===== src/rtl/tmr_writeback_voter.sv =====
// rtl/tmr_writeback_voter.sv - triple-core writeback collector and majority voter
module tmr_writeback_voter #(
    parameter int XLEN         = 32,
    parameter int SKEW_MAX     = 4,
    parameter int CNT_W        = 4,
    parameter int FAULT_THRESH = 3
) (
    input  logic            clk,
    input  logic            rst_in,
    input  logic [2:0]      wb_valid,
    input  logic [XLEN-1:0] wb_pc_a,
    input  logic [XLEN-1:0] wb_pc_b,
    input  logic [XLEN-1:0] wb_pc_c,
    input  logic [XLEN-1:0] wb_data_a,
    input  logic [XLEN-1:0] wb_data_b,
    input  logic [XLEN-1:0] wb_data_c,
    input  logic [4:0]      wb_rd_a,
    input  logic [4:0]      wb_rd_b,
    input  logic [4:0]      wb_rd_c,
    input  logic            wb_we_a,
    input  logic            wb_we_b,
    input  logic            wb_we_c,
    input  logic            core_hold,
    output logic [2:0]      core_stall,
    output logic [2:0]      Voter_state,
    output logic            voted_valid,
    output logic [XLEN-1:0] voted_pc,
    output logic [XLEN-1:0] voted_data,
    output logic [4:0]      voted_rd,
    output logic            voted_we,
    output logic [CNT_W-1:0] fault_count_a,
    output logic [CNT_W-1:0] fault_count_b,
    output logic [CNT_W-1:0] fault_count_c,
    output logic [2:0]      core_faulty,
    output logic            timeout
);

    localparam int SKW = (SKEW_MAX > 1) ? $clog2(SKEW_MAX) : 1;
    localparam logic [SKW-1:0]   SKEW_LAST = SKW'(SKEW_MAX - 1);
    localparam logic [CNT_W-1:0] CNT_MAX   = {CNT_W{1'b1}};
    localparam logic [CNT_W-1:0] CNT_THR   = CNT_W'(FAULT_THRESH);

    typedef enum logic [1:0] {IDLE, COLLECT, VOTE} state_t;

    typedef struct packed {
        logic [XLEN-1:0] pc;
        logic [XLEN-1:0] data;
        logic [4:0]      rd;
        logic            we;
    } tuple_t;

    // Index 2 = core A, 1 = B, 0 = C, matching the wb_valid bit order
    state_t          state, state_d;
    logic [SKW-1:0]  skew_cnt, skew_d;
    logic            timeout_pending, tp_d;
    tuple_t          slot [3];
    tuple_t          in_tup [3];
    logic [2:0]      slot_full;
    logic [2:0]      cap;
    logic [2:0]      full_next;
    logic            vote_exit;
    logic [2:0]      agree;
    logic            eq_ab, eq_ac, eq_bc;
    tuple_t          winner;
    logic [CNT_W-1:0] cnt [3];
    logic [CNT_W-1:0] cnt_d [3];

    // Empty slots never compare equal; rd/data only matter for real register writes
    function automatic logic tuple_eq(input tuple_t x, input tuple_t y,
                                      input logic fx, input logic fy);
        return fx && fy && (x.pc == y.pc) && (x.we == y.we) &&
               (!x.we || ((x.rd == y.rd) && (x.data == y.data)));
    endfunction

    assign core_stall = slot_full | {3{state == VOTE}} | {3{core_hold}};
    assign cap        = wb_valid & ~core_stall;
    assign full_next  = slot_full | cap;
    assign vote_exit  = (state == VOTE) && !core_hold;

    assign fault_count_a = cnt[2];
    assign fault_count_b = cnt[1];
    assign fault_count_c = cnt[0];

    // Gather the per-core retire tuples into indexable form
    always_comb begin
        in_tup[2] = '{pc: wb_pc_a, data: wb_data_a, rd: wb_rd_a, we: wb_we_a};
        in_tup[1] = '{pc: wb_pc_b, data: wb_data_b, rd: wb_rd_b, we: wb_we_b};
        in_tup[0] = '{pc: wb_pc_c, data: wb_data_c, rd: wb_rd_c, we: wb_we_c};
    end

    // Collection FSM next state; core_hold freezes every state including VOTE
    always_comb begin
        state_d = state;
        skew_d  = skew_cnt;
        tp_d    = timeout_pending;
        if (!core_hold) begin
            case (state)
                IDLE: begin
                    if (|cap) begin
                        state_d = (full_next == 3'b111) ? VOTE : COLLECT;
                        skew_d  = '0;
                    end
                end
                COLLECT: begin
                    if (full_next == 3'b111) begin
                        state_d = VOTE;
                    end else if (skew_cnt == SKEW_LAST) begin
                        state_d = VOTE;
                        tp_d    = 1'b1;
                    end else begin
                        skew_d = skew_cnt + 1'b1;
                    end
                end
                VOTE: begin
                    state_d = IDLE;
                    tp_d    = 1'b0;
                end
                default: state_d = IDLE;
            endcase
        end
    end

    // FSM state, skew counter and forced-vote marker
    always_ff @(posedge clk or negedge rst_in) begin
        if (!rst_in) begin
            state           <= IDLE;
            skew_cnt        <= '0;
            timeout_pending <= 1'b0;
        end else begin
            state           <= state_d;
            skew_cnt        <= skew_d;
            timeout_pending <= tp_d;
        end
    end

    // Capture slots; emptied once the vote has been taken
    always_ff @(posedge clk or negedge rst_in) begin
        if (!rst_in) begin
            slot_full <= '0;
            for (int i = 0; i < 3; i++) slot[i] <= '0;
        end else if (vote_exit) begin
            slot_full <= '0;
        end else begin
            for (int i = 0; i < 3; i++) begin
                if (cap[i]) begin
                    slot[i]      <= in_tup[i];
                    slot_full[i] <= 1'b1;
                end
            end
        end
    end

    // Pairwise comparison, agreement vector and priority pick of the voted tuple
    always_comb begin
        eq_ab    = tuple_eq(slot[2], slot[1], slot_full[2], slot_full[1]);
        eq_ac    = tuple_eq(slot[2], slot[0], slot_full[2], slot_full[0]);
        eq_bc    = tuple_eq(slot[1], slot[0], slot_full[1], slot_full[0]);
        agree[2] = eq_ab | eq_ac;
        agree[1] = eq_ab | eq_bc;
        agree[0] = eq_ac | eq_bc;
        if (agree[2])      winner = slot[2];
        else if (agree[1]) winner = slot[1];
        else               winner = slot[0];
    end

    // Consecutive-mismatch counters: clear on agreement, saturate otherwise
    always_comb begin
        for (int i = 0; i < 3; i++) begin
            cnt_d[i] = cnt[i];
            if (agree[i])              cnt_d[i] = '0;
            else if (cnt[i] != CNT_MAX) cnt_d[i] = cnt[i] + 1'b1;
        end
    end

    // Registered vote results, pulses, counters and sticky fault flags
    always_ff @(posedge clk or negedge rst_in) begin
        if (!rst_in) begin
            Voter_state <= 3'b111;
            voted_valid <= 1'b0;
            voted_pc    <= '0;
            voted_data  <= '0;
            voted_rd    <= '0;
            voted_we    <= 1'b0;
            timeout     <= 1'b0;
            core_faulty <= '0;
            for (int i = 0; i < 3; i++) cnt[i] <= '0;
        end else begin
            voted_valid <= 1'b0;
            timeout     <= 1'b0;
            if (vote_exit) begin
                Voter_state <= agree;
                timeout     <= timeout_pending;
                if (|agree) begin
                    voted_valid <= 1'b1;
                    voted_pc    <= winner.pc;
                    voted_data  <= winner.data;
                    voted_rd    <= winner.rd;
                    voted_we    <= winner.we;
                end
                for (int i = 0; i < 3; i++) begin
                    cnt[i] <= cnt_d[i];
                    if (cnt_d[i] >= CNT_THR) core_faulty[i] <= 1'b1;
                end
            end
        end
    end

endmodule

===== config.mk =====
export PLATFORM = sky130hd
export DESIGN_NAME = tmr_writeback_voter
export DESIGN_NICKNAME = d
export VERILOG_FILES = /design/src/rtl/tmr_writeback_voter.sv
export SDC_FILE = /design/constraint.sdc
export NUM_CORES = 1
export LEC_CHECK = 0
export CORE_MARGIN = 10
export CORE_UTILIZATION = 30
export DETAILED_ROUTE_END_ITERATION = 10
export PLACE_DENSITY = 0.54
export SETUP_SLACK_MARGIN = 0.2
export SLEW_MARGIN = 15
export SYNTH_ARGS = -nofsm -noshare
export SYNTH_HDL_FRONTEND = slang
export SYNTH_SLANG_ARGS = --single-unit

===== constraint.sdc =====
create_clock -name clk -period 4.8 [get_ports clk]
set_input_delay 0.48 -clock clk [delete_from_list [all_inputs] [get_ports clk]]
set_output_delay 0.48 -clock clk [all_outputs]
set_load 0.005 [all_outputs]

==> results of run 1 <==
## how the worst max path moves through the flow
stage | start | to | slack [ns] | depth (start not counted)
2_1_floorplan | slot[69] | voted_pc[10] | 2.30 | 11
5_1_grt | slot[79] | voted_pc[5] | 0.95 | 9
3_5_place_dp | slot[23] | voted_data[1] | 1.19 | 9
6_report | slot[40] | voted_pc[5] | 1.16 | 9
3_3_place_gp | slot[23] | voted_data[29] | 1.29 | 9
4_1_cts | slot[23] | voted_pc[5] | 1.16 | 9
## through the flow
step,hold slack (ns),utilization,instance area [um2]
finish,0.486,0.409,20100
global route,0.509,0.409,20100
CTS,0.492,0.409,20100
detailed placement,0.481,0.383,18800
global placement,0.461,0.383,18800
floorplan,0.184,-,15000
## Yosys cell counts (all sizes together) (3+ instances only)
| library cell | number |
|---|---|
| a211oi | 55 |
| a21oi | 25 |
| a221o | 7 |
| a41oi | 3 |
| and3 | 3 |
| and3b | 3 |
| buf | 22 |
| clkbuf | 40 |
| dfrtp | 305 |
| dfstp | 3 |
| ha | 4 |
| inv | 9 |
| mux2 | 210 |
| mux2i | 3 |
| nand2 | 13 |
| nand2b | 4 |
| nand3 | 15 |
| nand4 | 31 |
| nor2 | 141 |
| nor2b | 9 |
| nor3 | 76 |
| nor4 | 37 |
| o21a | 3 |
| o21ai | 13 |
| o22ai | 3 |
| or3 | 3 |
| xnor2 | 107 |
| xor2 | 103 |
## layer usage
layer  GRT usage  share of wire  up-vias  wire length, um
met5           0         0.0010        -               57
met4      0.0447          0.018        8             1010
met3      0.0490          0.068       71             3740
met2       0.305           0.48      374            26500
met1       0.235           0.44     5671            24100
li1            -              -     5110                -
## sequential cells by signal, indices dropped and copies added (netlist names)
register and flops:
voted_pc 32, timeout_pending 1, core_faulty 3, slot 210, voted_valid 1, voted_rd 5, timeout 1, Voter_state 3
voted_we 1, state 2, fault_count_b 4, skew_cnt 2, slot_full 3, voted_data 32, fault_count_c 4, fault_count_a 4
## final cells by class
type                            count  area (um2)  area share
Clock buffer                       57        1170      0.0581
Clock inverter                     11        80.1     0.00399
Timing Repair Buffer              323        3250       0.162
Tap cell                          664         831      0.0414
Inverter                            9        33.8     0.00168
Sequential cell                   308        7710       0.384
Multi-Input combinational cell    890        7010       0.349
## critical path, cell delays in order (launching register included)
cell,delay (ns)
dfrtp_1,0.44
xor2_1,0.20
nor4_1,0.45
nand4_1,0.30
or3_4,0.43
o22ai_2,0.53
nor2_4,0.30
buf_4,0.42
nor3_1,0.29
a211oi_2,0.07
## report_power, final
part	switching (mW)	internal, mW
logic	1.70	2.20
registers	1.52	3.61
clock network	1.15	1.73
## what timing repair did
| item | in CTS | in global routing |
|---|---|---|
| resized for setup | 0 | 0 |
| hold endpoints to repair | 5 | 0 |
| hold buffers | 1 | 0 |
## logic make-up after synthesis
| family | count (synthesis) | synth area share |
|---|---|---|
| flops | 308 | 0.514 |
| fa+ha+maj | 4 | 0.00334 |
| mux | 213 | 0.160 |
| xor+xnor | 210 | 0.123 |
| simple gates | 341 | 0.111 |
| compound gates | 122 | 0.0694 |
| buf+inv | 71 | 0.0203 |
==> summary.txt, run 1 <==
STA
  • Peak Freq: roughly 0.27 GHz
  • # setup viols final: 0
  • Fin crit period: about 3.6 ns
  • Slew HR: 0.322
  • Setup TNS: 0 ns
  • Clock Skew: 0.0111 ns
  • RSZ-0062 raised after global routing: false
  • Max Slew Vio Count: 0
  • Hold Violations, Final: 0
  • Worst-Margin Slew: just over 1 ns
  • Worst Slack Setup Final: approximately 1.2 ns
  • Period utilization: 0.758

Power
  • Pleak: 7.99 nW
  • Total Power: 11.9 mW
  • VDD IR-drop max: 0.216 mV
  • Power density over the cells: around 600 nW/um2

Layout
  • Synthesis-to-layout area growth: 33.9%
  • Non-filler instance count after layout: ~2300
  • FILL cells: between 4000 and 5000
  • Commonest non-fill, non-tap cells in the layout: 307 x clkdlybuf4s50_1, 305 x dfrtp_1, 210 x mux2_2
  • # diodes: 0
  • Fraction of layout cells with a size suffix above 1: 0.210
  • Most common library cell in the layout ignoring fill and taps: clkdlybuf4s50_1
  • Fin nets: roughly 1800

Logic synthesis
  • Area of the mapped netlist: approximately 15000 um2
  • Flops & latches, synth: around 310
  • Register area share after synthesis: 0.514
  • Mean Syn Cell Area: ~12 um2
  • Post-Synthesis Cells: about 1300
  • Yosys top cell area share: 0.509
  • Share of async-settable or async-resettable flops after synthesis: 1.00
  • Post-synth cell types: between 50 and 60
  • EDFF count, synth: 0
  • YS warnings: 0
  • Dominant synthesized flop cell: dfrtp_1
  • Cell type with the largest total area after synthesis: dfrtp_1
  • Synth area leaders: dfrtp_1 51%, mux2_2 16%, xnor2_1 6.2%
  • Synthesized Nets: ~1500

Detailed routing
  • Routed Antenna Nets: 0
  • Initial drt markers: 589
  • DR pass1 iterations: 5
  • Total Wirelength: ~55000 um
  • Routed len/inst: around 24 um
  • DR vias: 11200
  • Via/cell ratio: a little under 5
  • DRC errors left: 0

Die
  • IO Count: 309
  • # rows: 81
  • Die X-Extent: between 200 and 250 um
  • Initial Utilization: 0.305
  • Die area: 59400 um2
  • Chip height: approximately 240 um
  • Core box area: between 40000 and 50000 um2

Global routing
  • Global Route Usage Sum: 0.184
  • Total grt overflow: 0
  • Vias in the first global route: approximately 12000
  • Largest net degree at the start of global routing: 103
  • Initial antenna violation count: 4
  • First-pass GRT wire length: around 80000 um

Clocking
  • Root Buffer: clkbuf_16
  • Worst-Skew Late Latency: ~0.56 ns
  • CTS Sinks: approximately 310
  • Post-CTS Setup Inserts: 0
  • Max Root-Sink Buffers: 3
  • CTS Buf Count: 39
  • Clock Pin Slew Worst Setup and Hold Paths: 0.05 ns
  • H-tree levels: 2
  • CTS tree: yes

Worst setup path
  • Worst EP required: 5.20 ns
  • Worst reg2reg path depth: 9
  • Data arrival, critical path: between 4 and 5 ns
  • FF-to-FF End: voted_pc[5]
  • Setup CP Type: reg2reg
  • Reg2Reg Setup Slack: ~1.2 ns
  • Peak fanout along the critical path: 53
  • Critical register-to-register path startpoint: slot[40]
  • Crit path launch type: register
  • CP endpoint kind: register

Outcome
  • Outcome: complete, no violations

Worst hold path
  • Hold Path Class: reg2reg
  • HP Start: core_faulty[1]
  • Hold path endpoint: core_faulty[1]
  • Cell depth of the worst hold path: 1

Placement
  • RD Place Congestion: 0.822
  • Pre-CTS setup slack: 1.19 ns
  • Placed cells: 2193
  • Buffers on Ports: 308
  • Hpwl dp: 40800 um

Run
  • Max_cap viols: 0
No activity file was read; power rests on OpenSTA's default activity.
==> run 2, diff against run 1 <==
==> constraint.sdc (replaced) <==
create_clock -name clk -period 3.8 [get_ports clk]
set_input_delay 0.38 -clock clk [delete_from_list [all_inputs] [get_ports clk]]
set_output_delay 0.38 -clock clk [all_outputs]
set_load 0.005 [all_outputs]
==> summary.txt, run 2 (synthesis gave the netlist of run 1 again) <==
STA
  • Worst-Margin Slew: 0.871 ns (-0.146 ns)
  • Period utilization: 0.890 (+0.132)
  • Fin crit period: 3.38 ns (-0.256 ns)
  • Peak Freq: 0.296 GHz (+7.6%)
  • Hold Violations, Final: 0 (unchanged)
  • Clock Skew: 0.0308 ns (+0.0197 ns)
  • Worst Slack Setup Final: 0.418 ns (-0.744 ns)
  • Slew HR: 0.419 (+0.0971)
  • RSZ-0062 raised after global routing: false
  • Setup TNS: 0 ns (unchanged)
  • # setup viols final: 0 (unchanged)
  • Max Slew Vio Count: 0 (unchanged)

Worst setup path
  • Slowest cell on crit path: o22ai_2
  • Worst reg2reg path depth: 9 (unchanged)
  • Delay-heaviest family, CP: simple AND/OR/NAND/NOR gates
  • Worst EP required: 4.18 ns (-1.02 ns)
  • FF-to-FF End: voted_pc[5]
  • CP max stage delay: 0.49 ns (-0.04 ns)
  • Crit path launch type: register
  • Reg2Reg Setup Slack: 0.42 ns (-0.74 ns)
  • Data arrival, critical path: 3.76 ns (-0.28 ns)
  • Peak fanout along the critical path: 60 (+13%)
  • Critical Path, Cell by Cell: xnor2_1 -> nand4_1 -> nor4_1 -> nand3_1 -> o22ai_2 -> nor2_4 -> buf_4 -> nor3_1 -> a211oi_2
  • Buf+Inv Stages, Crit Path: 1 (unchanged)
  • CP endpoint kind: register
  • Critical register-to-register path startpoint: slot[93]
  • Setup CP Type: reg2reg

Layout
  • Non-filler instance count after layout: 2273 (+0.49%)
  • Fin nets: 1797 (+0.34%)
  • FILL cells: 4673 (-0.086%)
  • Largest registers: slot (210), voted_data (32), voted_pc (32)
  • Max reg flops: 210 (unchanged)
  • Most common library cell in the layout ignoring fill and taps: clkdlybuf4s50_1
  • Synthesis-to-layout area growth: 35.0%
  • Largest Register: slot
  • Fraction of layout cells with a size suffix above 1: 0.215 (+0.00456)
  • Fin area: 20200 um2 (+0.83%)
  • Commonest non-fill, non-tap cells in the layout: 307 x clkdlybuf4s50_1, 305 x dfrtp_1, 210 x mux2_2

Detailed routing
  • Total Wirelength: 54900 um (-0.80%)
  • DRC errors left: 0 (unchanged)
  • DR vias: 11200 (-0.60%)
  • Initial drt markers: 523 (-11%)
  • DR pass1 iterations: 5 (unchanged)
  • Routed Antenna Nets: 0 (unchanged)
  • Routed len/inst: 24.2 um (-1.3%)
  • Via/cell ratio: 4.91 (-1.1%)

Global routing
  • Vias in the first global route: 11900 (-0.0084%)
  • Global Route Usage Sum: 0.182 (-0.00280)
  • Total grt overflow: 0 (unchanged)
  • M1 GR Usage: 0.228 (-0.00702)
  • Met3 GRT Util: 0.0503 (+0.00131)
  • Met2 Use GR: 0.296 (-0.00920)
  • First-pass GRT wire length: 81100 um (-1.6%)
  • Initial antenna violation count: 4 (unchanged)
  • Largest net degree at the start of global routing: 81 (-21%)
  • GR peak layer: met2

Die
  • Initial Utilization: 0.305 (unchanged)
  • Core box area: 49200 um2 (unchanged)
  • Die area: 59400 um2 (unchanged)
  • # rows: 81 (unchanged)
  • IO Count: 309 (unchanged)
  • Chip height: 244 um (unchanged)
  • Die X-Extent: 244 um (unchanged)

Clocking
  • Worst-Skew Late Latency: 0.57 ns (about the same)
  • Post-CTS Setup Inserts: 0 (unchanged)
  • Max Root-Sink Buffers: 3 (unchanged)
  • CTS Sinks: 308 (unchanged)
  • CTS tree: yes
  • Clock Pin Slew Worst Setup and Hold Paths: 0.06 ns (about the same)
  • Root Buffer: clkbuf_16
  • H-tree levels: 2 (unchanged)
  • CTS Buf Count: 39 (unchanged)

Placement
  • Placed cells: 2199 (+0.27%)
  • Pre-CTS setup slack: 0.394 ns (-0.800 ns)
  • RD Place Congestion: 0.843 (+2.6%)
  • Hpwl dp: 41100 um (+0.88%)
  • Buffers on Ports: 308 (unchanged)
  • DP Area: 18900 um2 (+0.37%)

Power
  • Power density over the cells: 752 nW/um2 (+27%)
  • Pleak: 8.05 nW (+0.77%)
  • Total Power: 15.2 mW (+28%)
  • VDD IR-drop max: 0.278 mV (+29%)

Outcome
  • Outcome: complete, no violations

Worst hold path
  • Hold Path Class: in2async

Run
  • Max_cap viols: 0 (unchanged)
==> run 2: cell types whose count changed in the layout (fill, tap and decap cells not counted), sizes merged <==
cell	before	now
buf	15	21
bufinv	1	4
diode	0	3
clkinv	10	8
clkbuf	57	56
clkinvlp	0	1
inv	9	10
==> run 2: timing repair <==
action / in CTS / in global routing
hold buffers: 1 / 0
resized for setup: 0 / 1
hold endpoints to repair: 75 / 0
endpoints found under the setup margin: 0 / 21
==> run 2: metal layers <==
metal	wire, um	vias up
met4	1440	2
met2	26000	356
met3	3760	68
li1	-	5121
met5	15	-
met1	23600	5620
==> run 2: worst max-delay path by stage <==
stage / cells after the start / to / from / slack (ns)
after floorplan: 11 / voted_pc[10] / slot[69] / 1.30
after global placement: 9 / voted_pc[25] / slot[5] / 0.52
final: 9 / voted_pc[5] / slot[93] / 0.42
after CTS: 9 / voted_pc[23] / slot[55] / 0.39
after global routing: 9 / voted_pc[1] / slot[93] / 0.22
after detailed placement: 9 / voted_pc[23] / slot[55] / 0.39
==> run 2: cell type report <==
cell class,instances,area (um2),share of cell area
multi-input cells,890,7010,0.346
flip-flops and latches,308,7710,0.381
repair buffers,329,3320,0.164
well taps,664,831,0.0410
inverters,9,33.8,0.00167
clock buffers,56,1140,0.0564
diodes,3,7.51,0.000371
clock inverters,14,188,0.00927
==> run 2: where the power goes <==
group,total (mW),switching [mW],internal [mW],leakage (nW)
Combinational,4.96,2.18,2.78,3.57
Sequential,6.43,1.87,4.56,3.83
Clock,3.83,1.47,2.36,0.655
Total,15.2,5.53,9.70,8.05
==> run 2: stage by stage <==
| stage | util | hold WS [ns] |
|---|---|---|
| floorplan | - | 0.0844 |
| global placement | 0.384 | 0.430 |
| detailed placement | 0.384 | 0.429 |
| CTS | 0.412 | 0.396 |
| global route | 0.412 | 0.418 |
| finish | 0.412 | 0.412 |
==> run 2: worst reg2reg max path, stage by stage, from the launching register on <==
cell and delay [ns]:
dfrtp_1 0.43, xnor2_1 0.30, nand4_1 0.22, nor4_1 0.43, nand3_1 0.33, o22ai_2 0.49, nor2_4 0.15, buf_4 0.37
nor3_1 0.40, a211oi_2 0.08
==> run 3, diff against run 2 <==
==> constraint.sdc (replaced) <==
create_clock -name clk -period 3.3 [get_ports clk]
set_input_delay 0.33 -clock clk [delete_from_list [all_inputs] [get_ports clk]]
set_output_delay 0.33 -clock clk [all_outputs]
set_load 0.005 [all_outputs]
==> summary.txt, run 3 (synthesis gave the netlist of run 1 again) <==
Outcome
  • Outcome: complete, no violations

Layout
  • Utilization after layout: 0.414 (+0.00181)
  • Max reg flops: 210 (unchanged)
  • Most common library cell in the layout ignoring fill and taps: clkdlybuf4s50_1
  • Non-filler instance count after layout: 2288 (+0.66%)
  • Fin nets: 1817 (+1.1%)
  • Register area: 7710 um2 (unchanged)
  • Commonest non-fill, non-tap cells in the layout: 307 x clkdlybuf4s50_1, 305 x dfrtp_1, 210 x mux2_2
  • Synthesis-to-layout area growth: 35.6%
  • Largest registers: slot (210), voted_data (32), voted_pc (32)
  • Fraction of layout cells with a size suffix above 1: 0.221 (+0.00638)
  • FILL cells: 4727 (+1.2%)
  • Area of the multi-input gates: 7040 um2 (+0.32%)
  • Largest Register: slot
  • Fin area: 20300 um2 (+0.44%)

Global routing
  • First-pass GRT wire length: 81200 um (+0.19%)
  • Initial antenna violation count: 3 (-1)
  • Vias in the first global route: 11900 (-0.050%)
  • Largest net degree at the start of global routing: 71 (-12%)
  • Total grt overflow: 0 (unchanged)
  • Global Route Usage Sum: 0.182 (+0.000234)

Clocking
  • Root Buffer: clkbuf_16
  • Clock Pin Slew Worst Setup and Hold Paths: 0.06 ns (about the same)
  • Max Root-Sink Buffers: 3 (unchanged)
  • CTS tree: yes
  • Worst-Skew Late Latency: 0.56 ns (about the same)
  • CTS Buf Count: 38 (-2.6%)
  • H-tree levels: 2 (unchanged)
  • CTS Sinks: 308 (unchanged)

Worst setup path
  • CP endpoint kind: register
  • Slowest cell on crit path: dfrtp_1
  • Delay-heaviest family, CP: simple AND/OR/NAND/NOR gates
  • Worst EP required: 3.72 ns (-0.46 ns)
  • Critical Path, Cell by Cell: xnor2_1 -> nand4_1 -> nor4_2 -> nand3_1 -> o22ai_4 -> nor2_4 -> buf_4 -> nor3_1 -> a211oi_2
  • Buf+Inv Stages, Crit Path: 1 (unchanged)
  • Worst reg2reg path depth: 9 (unchanged)
  • Worst path depth: 9 (unchanged)
  • Data arrival, critical path: 3.35 ns (-0.41 ns)
  • Crit path launch type: register
  • Peak fanout along the critical path: 20 (-67%)
  • CP max stage delay: 0.47 ns (-0.02 ns)
  • Setup CP Type: reg2reg

Die
  • Initial Utilization: 0.305 (unchanged)
  • Core box area: 49200 um2 (unchanged)
  • Chip height: 244 um (unchanged)
  • Die X-Extent: 244 um (unchanged)
  • IO Count: 309 (unchanged)
  • # rows: 81 (unchanged)
  • Die area: 59400 um2 (unchanged)

Power
  • Internal power: 10.8 mW (+12%)
  • Total Power: 17.2 mW (+13%)
  • Switch share: 0.370 (+0.00749)
  • Share of power burned in registers: 0.426 (+0.004)
  • VDD IR-drop max: 0.329 mV (+18%)
  • Pleak: 8.11 nW (+0.66%)
  • Power density over the cells: 846 nW/um2 (+13%)
  • Net Switching: 6.37 mW (+15%)
  • Clock power share: 0.233 (-0.019)
  • Power share of the combinational group: 0.341 (+0.015)

Detailed routing
  • Routed len/inst: 24.1 um (-0.41%)
  • DR vias: 11300 (+1.0%)
  • DRC errors left: 0 (unchanged)
  • Met2 wire length: 26800 um (+2.9%)
  • Met1 wire length: 23900 um (+1.0%)
  • Routed Antenna Nets: 0 (unchanged)
  • Via/cell ratio: 4.93 (+0.35%)
  • Met3 WL: 3100 um (-18%)
  • Highest Signal Layer: met5
  • Initial drt markers: 675 (+29%)
  • DR pass1 iterations: 6 (+1)
  • Total Wirelength: 55000 um (+0.25%)

STA
  • Period utilization: 0.887 (-0.00316)
  • Setup TNS: 0 ns (unchanged)
  • Slew HR: 0.272 (-0.147)
  • Peak Freq: 0.342 GHz (+16%)
  • Worst Slack Setup Final: 0.373 ns (-0.0446 ns)
  • RSZ-0062 raised after global routing: false
  • Max Slew Vio Count: 0 (unchanged)
  • Clock Skew: 0.0259 ns (-0.00490 ns)
  • Fin crit period: 2.93 ns (-0.455 ns)
  • Final hold slack: 0.292 ns (-0.120 ns)
  • Hold Violations, Final: 0 (unchanged)
  • # setup viols final: 0 (unchanged)
  • Worst-Margin Slew: 1.08 ns (+0.212 ns)

Placement
  • RD Place Congestion: 0.837 (-0.75%)
  • Pre-CTS setup slack: 0.182 ns (-0.212 ns)
  • Placed cells: 2214 (+0.68%)
  • DP Area: 19100 um2 (+0.93%)
  • Hpwl dp: 41200 um (+0.22%)
  • Buffers on Ports: 308 (unchanged)

Worst hold path
  • Hold Path Class: in2async

Run
  • Max_cap viols: 0 (unchanged)
-- run 3: final timing paths --
path                                     start        endpoint  slack, ns
worst min register to register  core_faulty[1]  core_faulty[1]       0.48
worst min-delay path                    rst_in   voted_data[7]       0.29
min in group clk                  wb_data_a[2]         slot[8]       0.38
worst max register to register       slot[105]    voted_pc[12]       0.37
worst max-delay path                 slot[105]    voted_pc[12]       0.37
max in group asynchronous               rst_in        slot[55]       2.05
-- run 3: power groups by stage --
stage	clock [mW]	sequential, mW	combinational [mW]
detailed placement	0	7.40	5.90
floorplan	0	6.78	3.92
global placement	0	7.33	5.88
finish	4.01	7.34	5.86
global route	4.25	7.58	6.35
CTS	4.11	7.34	5.95
-- run 3: area by class of cell --
cell class / count / area share
clock inverters: 12 / 0.00572
inverters: 9 / 0.00166
repair buffers: 350 / 0.175
clock buffers: 54 / 0.0517
well taps: 664 / 0.0408
multi-input cells: 890 / 0.346
flip-flops and latches: 308 / 0.379
diodes: 1 / 0.000123
-- run 3: layer usage --
layer | vias to the layer above | track usage
met5 | - | 0
li1 | 5176 | -
met1 | 5670 | 0.232
met3 | 70 | 0.0385
met4 | 4 | 0.0511
met2 | 360 | 0.305
-- run 3: what timing repair did --
action,in CTS,in global routing
pin swaps,0,3
gates resized for setup,2,2
hold buffers,1,0
endpoints found under the hold margin,48,0
setup buffers,0,6
endpoints found under the setup margin,24,63
==> RTL edit: new RTL, flow settings as in run 1 <==
Reset style: synchronous (`rst_in`), changed in 3 clocked blocks.
--- a/src/rtl/tmr_writeback_voter.sv
+++ b/src/rtl/tmr_writeback_voter.sv
@@ -123,3 +123,3 @@
     // FSM state, skew counter and forced-vote marker
-    always_ff @(posedge clk or negedge rst_in) begin
+    always_ff @(posedge clk) begin
         if (!rst_in) begin
@@ -136,3 +136,3 @@
     // Capture slots; emptied once the vote has been taken
-    always_ff @(posedge clk or negedge rst_in) begin
+    always_ff @(posedge clk) begin
         if (!rst_in) begin
@@ -175,3 +175,3 @@
     // Registered vote results, pulses, counters and sticky fault flags
-    always_ff @(posedge clk or negedge rst_in) begin
+    always_ff @(posedge clk) begin
         if (!rst_in) begin
Check against the original RTL: differs if rst_in is asserted again (counterexample within 4 cycles, from zero or initial values and one cycle with rst_in low); with rst_in held inactive, the same outputs for 4 cycles.
==> RTL edit against run 1 <==
  * Synthesized cell count up 1.7%
  * Sequential cell count unchanged
  * Die area up 1.2%
  * Wire length up 2.6%
  * Design area up 1.2%
  * Area after synthesis up 1.3%
  * Worst setup slack worse by 0.093 ns
  * Hold slack worse by 0.019 ns
  * Critical endpoint is now voted_pc[27]
Power is not compared: it rests on default switching activity, and its combinational part moved more than twofold at a synthesized area within 25%.
==> RTL edit: results (changes against run 1) <==
worst_setup_path:
  arrival_ns: 4.15  # +0.11 ns
  critPathSlowestCell: "o41ai_1"
  reg2reg_slack_ns: 1.07  # -0.09 ns
  rr_worst_depth: 10  # +1
  critical_path.max_stage_delay_ns: 0.97  # +0.44 ns
  cp_max_fo: 38  # -28%
  cp-endpoint: "voted_pc[27]"
yosys:
  synth_fa_ha_area_share_pct: 0.3293  # -0.0043 points
  synth.mux.area_fraction_pct: 7.417  # -8.5 points
  synth_area_leaders: "edfxtp_1, dfxtp_1, and2_1"
  synth_fp_nets: 1511  # +1.5%
  ys_seq_area_share_pct: 55.19  # +3.8 points
  synth_edf_count: 222  # +222
  syn_inst: 1291  # +1.7%
  yosys-top-cells-count: "edfxtp_1, and2_1, xor2_1, dfxtp_1, mux2i_1"
  synth_compound_area_share_pct: 7.096  # +0.16 points
  synth_cell_type_count: 51  # -1.9%
clock_network:
  cts_buffers: 37  # -5.1%
  cts_hold_buf: 0  # -1
route:
  drt-initial-drc-count: 976  # +66%
  routed_wl_um: 56770  # +2.6%
  vias_per_cell: 4.882  # -1.7%
  top_layer: "met4"
  wl_met2_um: 27830  # +5.2%
  num_vias: 11230  # -0.0089%
  wl_met3_um: 3742  # +0.11%
place:
  dp_cells: 2232  # +1.8%
  placed_area_mm2: 0.01914  # +1.7%
  dp.final_hpwl_um: 43300  # +6.2%
  place.gp.congestion: 0.8755  # +6.5%
  pre_cts_ws_ns: 1.094  # -0.09985 ns
global_route:
  grt_pass1_vias: 11840  # -0.87%
  grt_start_max_net_pins: 58  # -44%
  met3_usage_pct: 4.550  # -0.35 points
  grt_pass1_wl_um: 81940  # -0.56%
  antenna_found_initial: 3  # -1
  met1_usage_pct: 23.00  # -0.54 points
  global_route.usage.met2_pct: 31.25  # +0.77 points
final_layout:
  seq_cells: 308  # unchanged
  clkbuf_count: 59  # +3.5%
  nets: 1819  # +1.6%
  n_fill_cell: 4774  # +2.1%
  design_area_mm2: 0.02032  # +1.2%
  multi_input_gates: 908  # +2.0%
  seqCellArea_mm2: 0.008388  # +8.8%
  drive_gt1_share_pct: 7.867  # -13 points
  utilization_pct: 40.49  # -0.36 points
  diodes: 2  # +2
  final-clk-cell-share_pct: 5.740  # -0.47 points
  bufAreaShareNonClock_pct: 16.25  # +0.049 points
  nNonClkInverters: 13  # +4
  multi_input_area_share_pct: 32.32  # -2.6 points
outcome:
  status: "finished clean"
==> RTL edit: worst min-delay path by stage <==
stage                         start              end  slack, ns  depth (start not counted)
floorplan           timeout_pending  timeout_pending       0.43                          2
global placement        skew_cnt[1]      skew_cnt[1]       0.44                          2
detailed placement  timeout_pending  timeout_pending       0.45                          2
CTS                 timeout_pending  timeout_pending       0.47                          2
global route            skew_cnt[1]      skew_cnt[1]       0.49                          2
finish              timeout_pending  timeout_pending       0.47                          2
==> RTL edit: power by group through the flow <==
| stage | clock network, mW | logic, mW | registers (mW) |
|---|---|---|---|
| after floorplan | 0 | 0.412 | 3.20 |
| after global placement | 0 | 0.863 | 3.24 |
| after detailed placement | 0 | 0.857 | 3.25 |
| after CTS | 2.78 | 0.864 | 3.19 |
| after global routing | 2.90 | 0.916 | 3.21 |
| final | 2.71 | 0.855 | 3.19 |
==> RTL edit: logic make-up after synthesis <==
logic type | Yosys count
flops | 308
mux | 108
simple gates | 398
xor+xnor | 212
fa+ha+maj | 4
compound gates | 186
buf+inv | 75
